$ cat config.mk
export PLATFORM = sky130hd
export DESIGN_NAME = pipe_flow_ctrl
export DESIGN_NICKNAME = d
export VERILOG_FILES = /design/src/rtl/pipe_flow_ctrl.sv
export SDC_FILE = /design/constraint.sdc
export NUM_CORES = 1
export LEC_CHECK = 0
export ABC_AREA = 1
export BUFFER_PORTS_ARGS = -buffer_cell sky130_fd_sc_hd__buf_2
export CORE_AREA = 5 5 58 60
export CTS_BUF_LIST = sky130_fd_sc_hd__clkbuf_16
export CTS_CLUSTER_DIAMETER = 50
export DETAILED_ROUTE_END_ITERATION = 6
export DIE_AREA = 0 0 63 65
export HOLD_SLACK_MARGIN = 0.03
export PLACE_DENSITY = 0.79
export SYNTH_ARGS = -nofsm -noshare
export SYNTH_HDL_FRONTEND = slang
export SYNTH_SLANG_ARGS = --single-unit
$ cat constraint.sdc
create_clock -name clk -period 7.6 [get_ports clk]
set_input_delay 1.52 -clock clk [delete_from_list [all_inputs] [get_ports clk]]
set_output_delay 1.52 -clock clk [all_outputs]
set_load 0.01 [all_outputs]
$ cat src/rtl/pipe_flow_ctrl.sv
// Valid/ready flow controller for an external DEPTH-stage clock-enabled delay chain.
// Optional PIPE_FLOW_STATS_EN adds saturating stall and transfer counters.
module pipe_flow_ctrl #(
    parameter int unsigned DEPTH = 3,
    parameter int unsigned WID   = 8
) (
    input  logic           clk,
    input  logic           rst_n,
    input  logic           en,
    input  logic           flush,
    input  logic           in_valid,
    output logic           in_ready,
    output logic           pipe_ce,
    input  logic [WID-1:0] pipe_o,
    output logic           out_valid,
    output logic [WID-1:0] out_data,
    input  logic           out_ready,
`ifdef PIPE_FLOW_STATS_EN
    output logic [15:0]    stall_cnt,
    output logic [15:0]    xfer_cnt,
`endif
    output logic [3:0]     occ
);

    // v_q[k-1] is the valid bit of chain stage k; v_q[DEPTH-1] tags pipe_o.
    logic [DEPTH-1:0] v_q, v_d;
    logic [WID-1:0]   mem_q [2];
    logic [WID-1:0]   mem_d [2];
    logic             wr_ptr_q, wr_ptr_d;
    logic             rd_ptr_q, rd_ptr_d;
    logic [1:0]       cnt_q, cnt_d;
    logic [3:0]       occ_q, occ_d;

    logic full;
    logic tail_v;
    logic push;
    logic pop;

    function automatic logic [3:0] popcnt(input logic [DEPTH-1:0] bits);
        logic [3:0] sum;
        sum = '0;
        for (int i = 0; i < DEPTH; i++) begin
            sum = sum + {3'b000, bits[i]};
        end
        return sum;
    endfunction

    assign full      = (cnt_q == 2'd2);
    assign tail_v    = v_q[DEPTH-1];
    assign out_valid = (cnt_q != 2'd0);
    assign out_data  = mem_q[rd_ptr_q];
    assign occ       = occ_q;

    // Stall decision uses only registered state so out_ready never reaches pipe_ce.
    assign pipe_ce  = en & ~flush & ~(tail_v & full);
    assign in_ready = pipe_ce;

    assign push = pipe_ce & tail_v;
    assign pop  = out_valid & out_ready & ~flush;

    always_comb begin
        v_d = v_q;
        if (flush) begin
            v_d = '0;
        end else if (pipe_ce) begin
            v_d[0] = in_valid;
            for (int k = 1; k < DEPTH; k++) begin
                v_d[k] = v_q[k-1];
            end
        end
    end

    always_comb begin
        mem_d    = mem_q;
        wr_ptr_d = wr_ptr_q;
        rd_ptr_d = rd_ptr_q;
        cnt_d    = cnt_q;
        if (flush) begin
            wr_ptr_d = 1'b0;
            rd_ptr_d = 1'b0;
            cnt_d    = 2'd0;
        end else begin
            if (push) begin
                mem_d[wr_ptr_q] = pipe_o;
                wr_ptr_d        = ~wr_ptr_q;
            end
            if (pop) begin
                rd_ptr_d = ~rd_ptr_q;
            end
            unique case ({push, pop})
                2'b10:   cnt_d = cnt_q + 2'd1;
                2'b01:   cnt_d = cnt_q - 2'd1;
                default: cnt_d = cnt_q;
            endcase
        end
    end

    always_comb begin
        occ_d = popcnt(v_d) + {2'b00, cnt_d};
    end

    always_ff @(posedge clk or negedge rst_n) begin
        if (!rst_n) begin
            v_q      <= '0;
            mem_q[0] <= '0;
            mem_q[1] <= '0;
            wr_ptr_q <= 1'b0;
            rd_ptr_q <= 1'b0;
            cnt_q    <= 2'd0;
            occ_q    <= 4'd0;
        end else begin
            v_q      <= v_d;
            mem_q    <= mem_d;
            wr_ptr_q <= wr_ptr_d;
            rd_ptr_q <= rd_ptr_d;
            cnt_q    <= cnt_d;
            occ_q    <= occ_d;
        end
    end

`ifdef PIPE_FLOW_STATS_EN
    logic [15:0] stall_cnt_q, stall_cnt_d;
    logic [15:0] xfer_cnt_q, xfer_cnt_d;

    always_comb begin
        stall_cnt_d = stall_cnt_q;
        xfer_cnt_d  = xfer_cnt_q;
        if (flush) begin
            stall_cnt_d = '0;
            xfer_cnt_d  = '0;
        end else begin
            if (en && !pipe_ce && (stall_cnt_q != 16'hFFFF)) begin
                stall_cnt_d = stall_cnt_q + 16'd1;
            end
            if (pop && (xfer_cnt_q != 16'hFFFF)) begin
                xfer_cnt_d = xfer_cnt_q + 16'd1;
            end
        end
    end

    always_ff @(posedge clk or negedge rst_n) begin
        if (!rst_n) begin
            stall_cnt_q <= '0;
            xfer_cnt_q  <= '0;
        end else begin
            stall_cnt_q <= stall_cnt_d;
            xfer_cnt_q  <= xfer_cnt_d;
        end
    end

    assign stall_cnt = stall_cnt_q;
    assign xfer_cnt  = xfer_cnt_q;
`endif

endmodule

After elaboration in Yosys (flattened, before gate mapping)
Index checks and enable logic that the tools add are counted.

word-level totals
  flip-flop bits (word level) = 27
  logic and storage cells = 49
  output and inout bits = 15
  input port bits = 14

cells by class
  multiplexer cells = 14
  order comparisons = 3
  reductions and logical operators = 5
  equality and inequality tests = 3
  bitwise gates (word level) = 12
  add/subtract/negate cells = 5

operators with widths
  kind                                                                          number
  8-bit 2-to-1 mux                                                              4
  16-bit bitwise mux                                                            1
  8-bit demux with 1-bit select                                                 1
  1-bit AND                                                                     6
  3-bit 2-to-1 mux                                                              2
  2-bit nonzero test                                                            3
  3-bit by 2-bit adder with 4-bit output                                        1
  2-bit == test, second input constant                                          2
  2-bit >= comparator, second input constant                                    2
  1-bit 2-to-1 mux                                                              4
  1-bit NOT                                                                     4
  1-bit NOT with 2-bit output                                                   2
  2-bit case mux with 2 select lines                                            1
  2-bit by 1-bit adder with 3-bit output                                        1
  1-bit by 1-bit adder with 2-bit output                                        1
  2-bit by 1-bit adder with 2-bit output, second input constant                 1
  2-bit by 1-bit == test with 1-bit output, second input constant               1
  2-bit by 1-bit less-than comparator with 1-bit output, second input constant  1
  2-bit 2-to-1 mux                                                              1
  2-bit AND reduction                                                           1
  2-bit by 1-bit subtractor with 2-bit output, second input constant            1
  1-bit logical AND                                                             1

Depth between registers and ports, before layout
Gate-level depths: netlist (run 1).

  word-level depth = 9
  gate-level depth with buffers = 9
  mapped depth without buffers = 9

Least setup slack after synthesis (run 1)
Ideal clock, no wire load.

  path kind = in2reg
  start point = input port en
  end point = register occ_q[1], in the netlist occ[1]
  arrival = 3.499 ns
  stages on the path = 9
  path slack = 3.965 ns
  setup time = 0.136 ns
  buffers on the path = 0
  cell sequence = inv_1 -> nor2_4 -> nand3_4 -> ha_1 -> o21ai_0 -> a21oi_1 -> fa_1 -> ha_1 -> fa_1

on the way
  word-level cells in the longest chain between the ends = 7

RTL lines
  element                                                                    RTL line  text
  start, declared                                                            9         input logic en,
  1-bit AND (*) (2 in series)                                                55        assign pipe_ce = en & ~flush & ~(tail_v & full);
  1-bit AND (*)                                                              58        assign push = pipe_ce & tail_v;
  2-bit by 1-bit == test with 1-bit output or 2-bit == test (tied branches)  90        unique case ({push, pop})
  2-bit case mux with 2 select lines (*)                                     90
  2-bit 2-to-1 mux (*)                                                       78        if (flush) begin
  named net cnt_d[0]                                                         31        logic [1:0] cnt_q, cnt_d;
  3-bit by 2-bit adder with 4-bit output (*)                                 99        occ_d = popcnt(v_d) + {2'b00, cnt_d};
  named net occ_d[1]                                                         32        logic [3:0] occ_q, occ_d;
  end signal, assigned                                                       110       occ_q <= 4'd0;
  end signal, assigned                                                       117       occ_q <= occ_d;
  end, declared                                                              32

Mark *: on every way through the listed nets, which the timed path passes. The rest lies on a longest branch.
A chain may end at the register's enable or synchronous reset.

Worst setup path after layout (run 1)
  start point = input port flush
  end point = output port pipe_ce

on the way
  word-level cells in the longest chain between the ends = 3

RTL lines
  element                     RTL line  text
  start, declared             10        input logic flush,
  1-bit NOT (no source line)  --
  1-bit AND (2 in series)     55
  end, declared               13        output logic pipe_ce,

No other way between the ends.

==> results of run 1 <==
-- power breakdown --
group / internal [mW] / switching (mW) / total, mW
Sequential: 0.156 / 0.0101 / 0.166
Combinational: 0.0261 / 0.0374 / 0.0635
Clock: 0.105 / 0.0467 / 0.151
Total: 0.287 / 0.0942 / 0.381
-- area by class of cell --
type	instances	share of cell area, %
sequential	26	42.9
clock inverter	1	1.98
tap	33	2.73
multi-input combinational	113	36.3
timing repair buffer	27	8.92
clock buffer	3	4.95
inverter	9	2.23
-- cell families (layout without fill, tap and decap cells) --
family | count (synthesis) | after routing | share of synthesized area (%)
AO/OA/AOI/OAI | 5 | 5 | 2.00
adder cells (fa/ha/maj) | 4 | 4 | 5.19
buffers and inverters | 12 | 40 | 4.29
other | 1 | 1 | 0.299
flip-flops | 26 | 26 | 51.9
AND/OR/NAND/NOR | 103 | 103 | 36.3
-- layout by cell type (no fill, tap or decap) --
cell and instances:
o21ai_0 2, nand3_1 4, nand4_1 1, nand2_2 1, nor2_1 8, nor2_4 3, or2_2 2, nand2_1 81
inv_2 1, a21oi_1 3, buf_2 27, dfrtp_1 26, bufinv_16 1, nand4_2 2, inv_1 7, fa_1 2
conb_1 1, nand3_4 1, ha_1 2, clkbuf_16 3, clkinv_1 1
-- layer usage --
metal	part of all wire, %	track usage [%]
met5	0	0
met4	2.3	7.16
met3	4.7	2.77
met2	53	25.6
met1	40	18.2
-- worst paths after layout --
check                                           from              endpoint  slack [ns]  cells after the start
worst max register to register    cnt_q[1]$_DFF_PN0_      occ[1]$_DFF_PN0_        4.78                      9
worst max-delay path                           flush               pipe_ce        3.84                      5
min in group asynchronous                      rst_n  mem_q[9]$_DFFE_PN0P_        1.26                      1
worst min-delay path            mem_q[0]$_DFFE_PN0P_  mem_q[0]$_DFFE_PN0P_        0.48                      2
worst min register to register  mem_q[0]$_DFFE_PN0P_  mem_q[0]$_DFFE_PN0P_        0.48                      2
max in group asynchronous                      rst_n  wr_ptr_q$_DFFE_PN0P_        5.95                      1
-- critical path, stage by stage --
cell     delay [ns]
buf_2          0.13
nor2_4         0.19
nand2_1        0.17
inv_1          0.10
buf_2          0.13
-- state kept, by name (all words and copies together), names as in the netlist --
register  cells
cnt_q         2
wr_ptr_q      1
v_q           3
rd_ptr_q      1
occ           3
mem_q        16
-- stage by stage --
stage / instances / hold slack, ns / setup WS, ns / cell area (um^2)
global placement: 208 / 0.461 / 3.78 / 1410
finish: 212 / 0.482 / 3.84 / 1520
CTS: 212 / 0.484 / 3.84 / 1520
floorplan: 151 / 0.449 / 3.97 / 1250
global route: 212 / 0.509 / 3.78 / 1520
detailed placement: 208 / 0.466 / 3.72 / 1410
==> reports/qor.yml, run 1 <==
postCtsHoldBufs: 0
cts_buffers: 3
max_cap_violations: 0
ir_drop_v: 0.0000995
clock_skew_ns: 0.00420
slew-limit-headroom_pct: 60.6
area_growth_pct: 20.9
pin_count: 29
drive_gt1_share_pct: 22.9
port-buffer-count: 27
gr-total-overflow: 0
antenna_found_initial: 0
synth-seq-cells: 26
ys_seq_area_share_pct: 51.9
drv_slew: 0
nets: 198
cp_data_required_time_ns: 6.08
fill_cells: 275
timing_worst_setup_path_type: "in -> out"
yosysMostFrequentCell: "nand2_1"
setup-violations-final: 0
fin_crit_sh_pct: 49.4
fp.dieH_um: 65
hpwlAfterDp_mm: 1.88
min_path_type: "reg -> reg"
rsz0062_at_grt: "no"
finalPower_mw: 0.381
clock-root-buffer: "clkbuf_16"
synth.avg_cell_area_um2: 8.30
fin_util_pct: 52.7
clk_path_buf_depth: 2
leakagePower_nw: 0.887
core_area_mm2: 0.00288
grt_pass1_vias: 1095
synth_edf_count: 0
status: "finished, final reports clean"
ant_nets: 0
synthTopCellsByCount: "81 x nand2_1, 26 x dfrtp_1, 8 x nor2_1"
final_hold_viol_count: 0
synth_top_area_cell: "dfrtp_1"
gp_congestion: 0.750
synth_cell_types: 20
wl_per_cell_um: 12.8
dieArea_mm2: 0.00410
fin_crit_ns: 3.76
pwr_density_cell_mw_per_mm2: 252
track_usage_pct: 15.0
drt_first_iter_violations: 48
start_util_pct: 43.6
cp.arrival_ns: 2.24
cts_setup_buffers: 0
n_antenna_cell: 0
grt_start_max_net_pins: 27
rows: 20
synthArstFlopShare_pct: 100
vias_per_cell: 4.98
synth_top_flop_cell: "dfrtp_1"
grt_pass1_wl_mm: 4.90
synthTopCellsByArea: "dfrtp_1 52%, nand2_1 24%, fa_1 3.2%"
worstMarginPinSlew_ns: 0.590
startpoint_type: "input port"
clock_sinks: 26
synthesis.nets: 169
yosysWarnings: 0
synth_area_mm2: 0.00125
drc: 0
die_x_um: 63
syn_inst: 151
cts_tree: "built"
worstSkewPairLatency_ns: 0.26
wl_mm: 2.72
cts-htree-levels: 1
cts_resized: 0
clkSlewWorstSetupHoldPaths_ns: 0.07
drtPass1Iterations: 4
synth_top_area_share_pct: 51.9
multi_input_area_um2: 549
regArea_um2: 651
max_freq_mhz: 266
endpoint_kind: "output port"
setup_tns_ns: 0
cp_max_fo: 6
vias: 1055
Note: power is estimated with default switching activity, not from simulation.
==> run 2, diff against run 1 <==
--- a/config.mk
+++ b/config.mk
@@ -13,7 +13,7 @@
 export DETAILED_ROUTE_END_ITERATION = 6
 export DIE_AREA = 0 0 63 65
 export HOLD_SLACK_MARGIN = 0.03
-export PLACE_DENSITY = 0.79
+export PLACE_DENSITY = 0.82
 export SYNTH_ARGS = -nofsm -noshare
 export SYNTH_HDL_FRONTEND = slang
 export SYNTH_SLANG_ARGS = --single-unit
==> constraint.sdc (replaced) <==
create_clock -name clk -period 3.2 [get_ports clk]
set_input_delay 0.64 -clock clk [delete_from_list [all_inputs] [get_ports clk]]
set_output_delay 0.64 -clock clk [all_outputs]
set_load 0.01 [all_outputs]
==> reports/qor.yml, run 2 (same netlist as run 1, synthesis figures left out) <==
vias_per_cell: 4.66
cp.arrival_ns: 2.86
cts_tree: "built"
drc: 0
internal-power_mw: 0.600
worstMarginPinSlew_ns: 0.546
cp_max_fo: 5
fin_crit_sh_pct: 85.2
cp_data_required_time_ns: 3.33
pin_count: 29
fp.dieH_um: 65
port-buffer-count: 27
cpPeakStageDelay_ns: 0.46
min_path_type: "in -> async"
leakagePower_nw: 0.875
cts_setup_buffers: 0
start_util_pct: 43.6
cp_slowest_cell: "fa_1"
fin_crit_ns: 2.73
top_register: "mem_q"
core_area_mm2: 0.00288
gp_congestion: 0.741
wl_per_cell_um: 11.9
ir_drop_v: 0.000292
largest_reg_flops: 16
seq_power_share_pct: 48.5
clock_skew_ns: 0.00228
gr-total-overflow: 0
postCtsHoldBufs: 0
startpoint_type: "register"
dieArea_mm2: 0.00410
hpwlAfterDp_mm: 1.83
n_antenna_cell: 0
worstSkewPairLatency_ns: 0.26
drt_first_iter_violations: 25
final_hold_viol_count: 0
antenna_found_initial: 0
rows: 20
crit_chain: "or2_2 -> nand2_1 -> nor2_1 -> ha_1 -> o21ai_0 -> a21oi_1 -> fa_1 -> ha_1 -> fa_1"
cts-htree-levels: 1
slew-limit-headroom_pct: 63.6
clock-root-buffer: "clkbuf_16"
layout_setup_ws_ns: 0.475
grt_pass1_wl_mm: 4.35
status: "finished, final reports clean"
max_cap_violations: 0
vias: 988
grt_pass1_vias: 1024
layout_common_cells: "81 x nand2_1, 27 x buf_2, 26 x dfrtp_1"
clock_sinks: 26
power_switching_mw: 0.215
setup-violations-final: 0
wl_mm: 2.52
p_sw_share_pct: 26.4
final_common_cell: "nand2_1"
clockPowerShare_pct: 33.2
setup_tns_ns: 0
dpl_cell_area_mm2: 0.00141
endpoint_kind: "register"
cts_resized: 0
ant_nets: 0
grt_start_max_net_pins: 27
rsz0062_at_grt: "no"
pwr-share-comb_pct: 18.3
clkSlewWorstSetupHoldPaths_ns: 0.06
drv_slew: 0
post-route-cell-area_mm2: 0.00149
pre_cts_ws_ns: 0.221
drive_gt1_share_pct: 22.3
nets: 198
max_freq_mhz: 367
die_x_um: 63
area_growth_pct: 18.8
cts_buffers: 3
track_usage_pct: 13.6
pwr_density_cell_mw_per_mm2: 547
timing_worst_setup_path_type: "reg -> reg"
clk_path_buf_depth: 2
drtPass1Iterations: 4
[run 2: changes by cell type in the layout (fill, tap and decap cells not counted)]
cell	previous run	this run
clkinv_1	1	2
bufinv_16	1	0
[run 2: final cells by class]
| type | instances | area [um^2] |
|---|---|---|
| multi-input combinational | 113 | 549 |
| timing repair buffer | 27 | 135 |
| tap | 33 | 41.3 |
| fill | 270 | 1390 |
| clock inverter | 1 | 3.75 |
| sequential | 26 | 651 |
| clock buffer | 3 | 75.1 |
| inverter | 9 | 33.8 |
[run 2: power by group through the flow]
stage	combinational, mW	sequential (mW)	clock [mW]
floorplan	0.0911	0.397	0
global placement	0.149	0.399	0
detailed placement	0.152	0.400	0
CTS	0.153	0.395	0.279
global route	0.172	0.400	0.293
finish	0.149	0.395	0.271
[run 2: routing by layer]
layer  up-vias  global-route usage (%)  wire, um
met4         0                    8.75        68
met5         -                       0         0
met1       443                    16.6      1170
li1        518                       -         -
met3         5                    2.25       124
met2        22                    22.1      1160
[run 2: per-stage QoR]
| step | total power [mW] | hold slack [ns] | util [%] | std cells |
|---|---|---|---|---|
| after global routing | 0.865 | 0.430 | 51.7 | 212 |
| after global placement | 0.548 | 0.462 | 49.0 | 208 |
| after floorplan | 0.488 | 0.344 | - | 151 |
| final | 0.815 | 0.365 | 51.7 | 212 |
| after CTS | 0.827 | 0.387 | 51.7 | 212 |
| after detailed placement | 0.552 | 0.466 | 49.0 | 208 |
[run 2: worst max-delay path, delay by kind of cell, from the launching register on]
family	cells	cell delay [ns]
adders and majority gates	4	1.40
and+or+nand+nor	3	0.47
DFF	1	0.43
AOI/OAI and AO/OA	2	0.30
[run 2: worst paths after layout]
kind / start / endpoint / slack, ns / depth (start not counted)
setup / recovery: cnt_q[1]$_DFF_PN0_ / occ[1]$_DFF_PN0_ / 0.47 / 9
hold / removal: rst_n / occ[0]$_DFF_PN0_ / 0.37 / 1
setup reg to reg: cnt_q[1]$_DFF_PN0_ / occ[1]$_DFF_PN0_ / 0.47 / 9
hold reg to reg: mem_q[3]$_DFFE_PN0P_ / mem_q[3]$_DFFE_PN0P_ / 0.48 / 2
max in group asynchronous: rst_n / rd_ptr_q$_DFFE_PN0P_ / 2.47 / 1
min in group clk: mem_q[3]$_DFFE_PN0P_ / mem_q[3]$_DFFE_PN0P_ / 0.48 / 2
==> run 3, diff against run 2 <==
--- a/config.mk
+++ b/config.mk
@@ -7,13 +7,14 @@
 export LEC_CHECK = 0
 export ABC_AREA = 1
 export BUFFER_PORTS_ARGS = -buffer_cell sky130_fd_sc_hd__buf_2
-export CORE_AREA = 5 5 58 60
+export CORE_AREA = 5 5 66 53
 export CTS_BUF_LIST = sky130_fd_sc_hd__clkbuf_16
 export CTS_CLUSTER_DIAMETER = 50
 export DETAILED_ROUTE_END_ITERATION = 6
-export DIE_AREA = 0 0 63 65
+export DIE_AREA = 0 0 71 58
 export HOLD_SLACK_MARGIN = 0.03
 export PLACE_DENSITY = 0.82
+export SLEW_MARGIN = 10
 export SYNTH_ARGS = -nofsm -noshare
 export SYNTH_HDL_FRONTEND = slang
 export SYNTH_SLANG_ARGS = --single-unit
==> reports/qor.yml, run 3 (same netlist as run 1, synthesis figures left out) <==
status: "finished, final reports clean"
clk_path_buf_depth: 2
fp.dieH_um: 58
vias_per_cell: 4.60
crit_chain: "or2_2 -> nand2_1 -> nor2_1 -> ha_1 -> o21ai_0 -> a21oi_1 -> fa_1 -> ha_1 -> fa_1"
finalPower_mw: 0.820
postCtsHoldBufs: 0
area_growth_pct: 19.3
drtPass1Iterations: 6
endpoint_kind: "register"
port-buffer-count: 27
gr-total-overflow: 0
use_met2_pct: 20.6
drc: 0
r2r_start: "cnt_q[1]$_DFF_PN0_"
die_x_um: 71
regToRegSetupSlack_ns: 0.42
drv_slew: 0
r2r_end: "occ[1]$_DFF_PN0_"
top_register: "mem_q"
antenna_found_initial: 0
cts_buffers: 3
grt_pass1_wl_mm: 4.29
cp_max_fo: 5
pwr_density_cell_mw_per_mm2: 548
worstSkewPairLatency_ns: 0.26
clock_sinks: 26
drt_first_iter_violations: 78
worstMarginPinSlew_ns: 0.554
cts_resized: 0
track_usage_pct: 13.5
rsz0062_at_grt: "no"
pin_count: 29
min_path_type: "in -> async"
place_inst: 213
cp.arrival_ns: 2.91
cp_slowest_cell: "fa_1"
grt_start_max_net_pins: 27
n_antenna_cell: 0
hpwlAfterDp_mm: 1.89
wl_per_cell_um: 11.9
leakagePower_nw: 0.875
clock-root-buffer: "clkbuf_16"
grt-busiest-layer: "met2"
ir_drop_v: 0.000322
fin_crit_ns: 2.78
use_met3_pct: 2.95
timing_worst_setup_path_type: "reg -> reg"
gp_congestion: 0.852
cp_data_required_time_ns: 3.33
nets: 198
fin_cells: 217
clkSlewWorstSetupHoldPaths_ns: 0.06
clock_skew_ns: 0.00176
start_util_pct: 44.7
startpoint_type: "register"
grtUsageMet1_pct: 19.0
final_hold_viol_count: 0
max_cap_violations: 0
cts_tree: "built"
vias: 999
ant_nets: 0
largest_reg_flops: 16
cts-htree-levels: 1
layout_setup_ws_ns: 0.422
drive_gt1_share_pct: 22.3
slew-limit-headroom_pct: 63.0
rows: 17
pre_cts_ws_ns: 0.203
cts_setup_buffers: 0
setup-violations-final: 0
dieArea_mm2: 0.00412
fin_crit_sh_pct: 86.8
grt_pass1_vias: 922
layout_common_cells: "81 x nand2_1, 27 x buf_2, 26 x dfrtp_1"
worstRegToRegCells: 9
max_freq_mhz: 360
fin_util_pct: 53.3
wl_mm: 2.59
cpPeakStageDelay_ns: 0.47
setup_tns_ns: 0
final_common_cell: "nand2_1"
core_area_mm2: 0.00281
## run 3: cell counts in the layout (fill, tap and decap cells not counted)
No cell type changed its count.
## run 3: power breakdown
group          leakage (nW)  internal, mW  switching, mW
Sequential            0.347         0.371         0.0247
Clock                0.0385         0.167          0.107
Combinational         0.489        0.0617         0.0888
Total                 0.875         0.600          0.220
## run 3: area by class of cell
class	instances	area (um^2)
inverter	9	33.8
clock buffer	3	75.1
sequential	26	651
multi-input combinational	113	549
timing repair buffer	27	135
tap	38	47.5
clock inverter	1	3.75
fill	269	1310
## run 3: critical path: cells and delay by family (launching register included)
family                   cells  cell delay [ns]
AND/OR/NAND/NOR              3             0.49
AO/OA/AOI/OAI                2             0.32
flip-flops                   1             0.44
adder cells (fa/ha/maj)      4             1.41
## run 3: metrics by stage
step	hold slack, ns	area (um^2)
3_5_place_dp	0.467	1420
6_report	0.366	1500
4_1_cts	0.389	1500
5_1_grt	0.430	1500
2_1_floorplan	0.344	1250
3_3_place_gp	0.463	1420
## run 3: worst max-delay path by stage
stage                  startpoint  slack, ns                to
2_1_floorplan                  en       0.45  occ[1]$_DFF_PN0_
3_3_place_gp                flush       0.25  occ[1]$_DFF_PN0_
3_5_place_dp                flush       0.20  occ[1]$_DFF_PN0_
4_1_cts        cnt_q[1]$_DFF_PN0_       0.42  occ[1]$_DFF_PN0_
5_1_grt        cnt_q[1]$_DFF_PN0_       0.27  occ[1]$_DFF_PN0_
6_report       cnt_q[1]$_DFF_PN0_       0.42  occ[1]$_DFF_PN0_
## run 3: routing by layer
| layer | up-vias | wire, um |
|---|---|---|
| li1 | 517 | - |
| met1 | 456 | 1280 |
| met2 | 21 | 1150 |
| met3 | 5 | 122 |
| met4 | 0 | 44 |
| met5 | - | 0 |
